File: config.mk
export PLATFORM = sky130hd
export DESIGN_NAME = if_pc_ctrl
export DESIGN_NICKNAME = d
export VERILOG_FILES = /design/src/rtl/if_pc_ctrl.sv
export SDC_FILE = /design/constraint.sdc
export NUM_CORES = 1
export LEC_CHECK = 0
export ABC_CLOCK_PERIOD_IN_PS = 2960
export CORE_AREA = 5 5 125 127
export CTS_BUF_LIST = sky130_fd_sc_hd__clkbuf_8
export CTS_CLUSTER_DIAMETER = 80
export DETAILED_ROUTE_END_ITERATION = 6
export DIE_AREA = 0 0 130 132
export PLACE_DENSITY = 0.78
export SLEW_MARGIN = 20
export SYNTH_ARGS = -nofsm -noshare
export SYNTH_HDL_FRONTEND = slang
export SYNTH_SLANG_ARGS = --single-unit
File: constraint.sdc
create_clock -name clk -period 2.96 [get_ports clk]
set_clock_uncertainty 0.2 [all_clocks]
set_input_delay 0.888 -clock clk [delete_from_list [all_inputs] [get_ports clk]]
set_output_delay 0.888 -clock clk [all_outputs]
set_load 0.005 [all_outputs]
File: src/rtl/if_pc_ctrl.sv
// ---------------------------------------------------------------------------
// if_pc_ctrl
//   IF-stage sequencer for the pipelined CPU. Owns the PC, steers the shared
//   IF address adder (PC+4 or branch base+offset), issues instruction-memory
//   fetches, holds the fetched word for ID while ID stalls, and applies
//   jump/branch redirects from EX with a pipeline flush and one bubble cycle.
//
// Ports
//   clk, reset              clock; synchronous active-high reset
//   add_a, add_b  (out)     operands of the external IF adder
//   add_c         (in)      adder sum, a+b mod 2^32
//   imem_req      (out)     fetch request at imem_addr (= pc)
//   imem_ready    (in)      fetch completes this cycle, imem_rdata valid
//   imem_rdata    (in)      fetched instruction
//   if_valid/if_instr/if_pc (out)  instruction presented to ID
//   id_stall      (in)      ID cannot accept; hold if_* outputs
//   br_taken, br_pc, br_offset     EX taken PC-relative branch
//   jmp_taken, jmp_target          EX absolute jump (wins over branch)
// ---------------------------------------------------------------------------
module if_pc_ctrl #(
  parameter logic [31:0] RESET_PC  = 32'h0000_0000,
  parameter logic [31:0] NOP_INSTR = 32'h0000_0000
) (
  input  logic        clk,
  input  logic        reset,
  output logic [31:0] add_a,
  output logic [31:0] add_b,
  input  logic [31:0] add_c,
  output logic        imem_req,
  output logic [31:0] imem_addr,
  input  logic        imem_ready,
  input  logic [31:0] imem_rdata,
  output logic        if_valid,
  output logic [31:0] if_instr,
  output logic [31:0] if_pc,
  input  logic        id_stall,
  input  logic        br_taken,
  input  logic [31:0] br_pc,
  input  logic [31:0] br_offset,
  input  logic        jmp_taken,
  input  logic [31:0] jmp_target
);

  typedef enum logic [1:0] {
    BOOT  = 2'd0,
    FETCH = 2'd1,
    REDIR = 2'd2
  } state_t;

  localparam logic [31:0] ALIGN_MASK = 32'hFFFF_FFFC;

  state_t      state_reg, state_next;
  logic [31:0] pc_reg, pc_next;
  logic        if_valid_reg, if_valid_next;
  logic [31:0] if_instr_reg, if_instr_next;
  logic [31:0] if_pc_reg, if_pc_next;

  logic        slot_free;
  logic        redirect;
  logic        fetch_done;
  logic [31:0] target;

  // ID can take a new word when the holding slot is empty or being drained.
  assign slot_free  = !if_valid_reg || !id_stall;
  assign redirect   = jmp_taken || br_taken;
  assign fetch_done = imem_req && imem_ready;

  // With a jump present the adder still computes pc+4 (unused); the jump
  // target bypasses the adder entirely.
  assign target = jmp_taken ? jmp_target : add_c;

  // Adder operand mux: the adder is shared between sequential PC+4 and the
  // branch target computation.
  always_comb begin
    add_a = pc_reg;
    add_b = 32'd4;
    if (br_taken && !jmp_taken) begin
      add_a = br_pc;
      add_b = br_offset;
    end
  end

  // FSM: state register
  always_ff @(posedge clk) begin
    if (reset) begin
      state_reg <= BOOT;
    end else begin
      state_reg <= state_next;
    end
  end

  // FSM: next-state logic. A redirect wins in every state, so a redirect
  // arriving during the REDIR bubble simply re-arms the bubble.
  always_comb begin
    state_next = state_reg;
    if (redirect) begin
      state_next = REDIR;
    end else begin
      case (state_reg)
        BOOT:    state_next = FETCH;
        FETCH:   state_next = FETCH;
        REDIR:   state_next = FETCH;
        default: state_next = BOOT;
      endcase
    end
  end

  // FSM: outputs. Requests are suppressed during a redirect cycle so that a
  // fetch from the now-dead path never completes.
  always_comb begin
    imem_req = 1'b0;
    if (state_reg == FETCH) begin
      imem_req = slot_free && !redirect;
    end
  end

  assign imem_addr = pc_reg;

  // Datapath next-state: PC and the ID holding slot.
  always_comb begin
    pc_next       = pc_reg;
    if_valid_next = if_valid_reg;
    if_instr_next = if_instr_reg;
    if_pc_next    = if_pc_reg;
    if (redirect) begin
      // Flush overrides a stall; any word returning this cycle is dropped.
      pc_next       = target & ALIGN_MASK;
      if_valid_next = 1'b0;
      if_instr_next = NOP_INSTR;
    end else if (state_reg == FETCH && slot_free) begin
      if (fetch_done) begin
        pc_next       = add_c & ALIGN_MASK;
        if_valid_next = 1'b1;
        if_instr_next = imem_rdata;
        if_pc_next    = pc_reg;
      end else begin
        // Slot drained with nothing to refill it.
        if_valid_next = 1'b0;
        if_instr_next = NOP_INSTR;
      end
    end
  end

  always_ff @(posedge clk) begin
    if (reset) begin
      pc_reg       <= RESET_PC;
      if_valid_reg <= 1'b0;
      if_instr_reg <= NOP_INSTR;
      if_pc_reg    <= 32'h0000_0000;
    end else begin
      pc_reg       <= pc_next;
      if_valid_reg <= if_valid_next;
      if_instr_reg <= if_instr_next;
      if_pc_reg    <= if_pc_next;
    end
  end

  assign if_valid = if_valid_reg;
  assign if_instr = if_instr_reg;
  assign if_pc    = if_pc_reg;

endmodule
==> impl_metrics.json, run 1 <==
{
  "setup_ws_ns": -0.0684,
  "p_sw_mw": 0.815,
  "p_int_mw": 2.27,
  "grtUsageMet1_pct": 26.3,
  "area_growth_pct": 82.4,
  "peakVddDrop_uv": 367,
  "grt_use_met2_pct": 36.3,
  "rr_endpoint": "if_pc[21]",
  "status": "complete, but fails checks",
  "viasPerCell": 4.78,
  "ys_ff_latch": 95,
  "worstSetupPathDepth": 7,
  "start_util_pct": 34.2,
  "netlist.area_leader.share_pct": 38.9,
  "startpoint_type": "input pin",
  "ant_nets": 0,
  "use_met3_pct": 8.02,
  "placeableCoreArea_mm2": 0.0143,
  "die_area_mm2": 0.0172,
  "grt_pass1_wl_um": 28900,
  "first_global_vias": 5000,
  "numPortBuffers": 319,
  "firstDrtPassIters": 4,
  "power.share.switching_pct": 26.4,
  "drcViolationCount": 0,
  "io_pins": 328,
  "globalplace.congestion": 0.810,
  "largest_reg_flops": 32,
  "drv_slew": 0,
  "busiest_layer": "met2",
  "timing.rr.start": "state_reg[0]",
  "ys_seq_area_share_pct": 38.9,
  "dieWidth_um": 130,
  "routed_wl_um": 19100,
  "ctsRootBufferMaster": "clkbuf_8",
  "cts_tree": "built",
  "power.share.clock_pct": 30.0,
  "hold_violations": 0,
  "cts_buffers": 9,
  "insertion_delay_ns": 0.37,
  "rsz0062_at_grt": "yes",
  "max_slew_margin_pct": 54.5,
  "post-route-util_pct": 62.3,
  "cts.sinks": 95,
  "hp-class": "reg2reg",
  "grt_max_degree": 64,
  "wl_per_cell_um": 18.3,
  "yosys_warnings": 0,
  "fillers": 1189,
  "cp_max_fo": 5,
  "crit_chain": "buf_8, nor2b_4, buf_12, buf_12, buf_8, mux2_4, buf_6",
  "syn_area_mm2": 0.00489,
  "synthArstFlopShare_pct": 0,
  "dpl.hpwl_um": 13300,
  "dp_slack_ns": -0.740,
  "initialDrtViolationCount": 265,
  "rows": 44,
  "htreeDepth": 3,
  "maxCapViolations": 0,
  "register_area_mm2": 0.00190,
  "vias": 4984,
  "synth_most_common_cell": "dfxtp_1",
  "synthCells": 539,
  "synth_area_leader_cell": "dfxtp_1",
  "ys_top_cells_by_area": "dfxtp_1 39%, mux2i_1 12%, nand2b_1 7.9%",
  "violations": "setup timing",
  "critPathBufInv": 5,
  "cpPeakStageDelay_ns": 0.31,
  "powerDensity_mw_per_mm2": 346,
  "path_clk_slew_ns": 0.10,
  "crit_required_ns": 1.87,
  "synth_area_per_cell_um2": 9.07,
  "slowest_stage": "mux2_4",
  "antenna_cells": 0,
  "reg2reg_depth": 5,
  "seqPwrFrac_pct": 43.9,
  "yosys-top-cells-count": "95 x dfxtp_1, 62 x nand2b_1, 60 x mux2i_1",
  "synth_ff_type": "dfxtp_1",
  "worst_pin_slew_ns": 0.682,
  "drive_above_1_share_pct": 20.1,
  "setup_violations": 20,
  "pwr-share-comb_pct": 26.1,
  "r2r_slack_ns": 1.01,
  "p_total_mw": 3.09,
  "period_needed_ns": 3.03,
  "crit_path_end_kind": "output port",
  "die_y_um": 132,
  "worstSetupPathType": "in2out",
  "overflow": 0,
  "synth_edf_count": 0,
  "crit_arrival_ns": 1.94,
  "grtUsageTotal_pct": 21.5,
  "fin_crit_sh_pct": 102,
  "cpLargestDelayFamily": "buffers and inverters",
  "p_leak_nw": 3.66,
  "multi_input_area_mm2": 0.00272,
  "nets": 1020,
  "antenna_found_initial": 1,
  "clk_path_buf_depth": 2,
  "crit_path_end": "add_a[4]",
  "fmax_mhz": 330,
  "synthDistinctLibCells": 26,
  "startpoint": "jmp_taken"
}
-- stage by stage --
step	hold slack (ns)	std cells	instance area [µm²]	setup TNS, ns
floorplan	0.234	542	4900	0
global placement	0.244	1009	8230	-41.68
detailed placement	0.255	1009	8230	-42.44
CTS	0.270	1045	8940	-1.74
global route	0.297	1043	8920	-1.77
finish	0.265	1043	8920	-0.770
-- power by group through the flow --
stage	registers (mW)	clock network, mW	logic [mW]
2_1_floorplan	1.37	0	0.247
3_3_place_gp	1.38	0	0.700
3_5_place_dp	1.38	0	0.705
4_1_cts	1.35	0.968	0.806
5_1_grt	1.36	1.01	0.862
6_report	1.35	0.926	0.807
-- metal layers --
layer	vias to the layer above	routed length, µm
li1	2476	-
met1	2297	7690
met2	193	9380
met3	16	1850
met4	2	194
met5	-	7
-- cell type report --
| cell class | instances | share of cell area [%] |
|---|---|---|
| clock buffer | 9 | 1.39 |
| clock inverter | 7 | 0.996 |
| inverter | 30 | 1.26 |
| multi-input combinational | 361 | 30.5 |
| sequential | 95 | 21.3 |
| tap | 184 | 2.58 |
| timing repair buffer | 357 | 41.9 |
-- kinds of logic after synthesis --
kind of cell / count (synthesis) / synth area share [%]
simple gates: 168 / 20.0
buf+inv: 86 / 9.06
other cells: 1 / 0.0767
compound gates: 99 / 12.7
mux: 90 / 19.2
flops: 95 / 38.9
-- cell usage in the layout (no fill, tap or decap), types with 2 or more instances in the layout --
cell type        synthesis  layout
a211o_1                 30      30
a21oi_1                 34      34
and2_1                  34      13
and2_4                   0      21
buf_12                   3      10
buf_16                   0       4
buf_2                   12       5
buf_4                    5      12
buf_6                    5      57
buf_8                    0       5
clkbuf_2                 0       8
clkbuf_8                 0       9
clkdlybuf4s15_1          0       3
clkdlybuf4s50_1          0     250
clkinv_4                 0       2
conb_1                   1       4
dfxtp_1                 95      95
dlygate4sd2_1            0       3
inv_1                   30      30
inv_8                    0       3
mux2_2                  30       2
mux2_4                   0      28
mux2i_1                 60      60
nand2b_1                62      62
nand4_1                 33      33
nor2_1                  32      32
nor2b_4                  1       2
o21ai_0                 33      33
-- what timing repair did --
item	CTS	global route
endpoints found under the setup margin	65	60
hold buffers	0	0
cloned	5	0
pin swaps	17	4
setup buffers	15	0
endpoints found under the hold margin	0	0
gates resized for setup	346	23
-- worst min path at each step --
stage	endpoint	slack [ns]	depth (start not counted)	start
6_report	state_reg[0]	0.26	1	state_reg[0]
5_1_grt	state_reg[0]	0.30	1	state_reg[0]
4_1_cts	state_reg[0]	0.27	1	state_reg[0]
3_5_place_dp	state_reg[0]	0.26	1	state_reg[0]
3_3_place_gp	state_reg[0]	0.24	1	state_reg[0]
2_1_floorplan	state_reg[0]	0.23	1	state_reg[0]
No activity file was read; power rests on OpenSTA's default activity.
==> inputs of run 2 (changes only) <==
--- a/config.mk
+++ b/config.mk
@@ -5,7 +5,6 @@
 export SDC_FILE = /design/constraint.sdc
 export NUM_CORES = 1
 export LEC_CHECK = 0
-export ABC_CLOCK_PERIOD_IN_PS = 2960
 export CORE_AREA = 5 5 125 127
 export CTS_BUF_LIST = sky130_fd_sc_hd__clkbuf_8
 export CTS_CLUSTER_DIAMETER = 80
==> results of run 2 <==
Same layout as run 1: the final DEF is identical, and so are final timing and power.
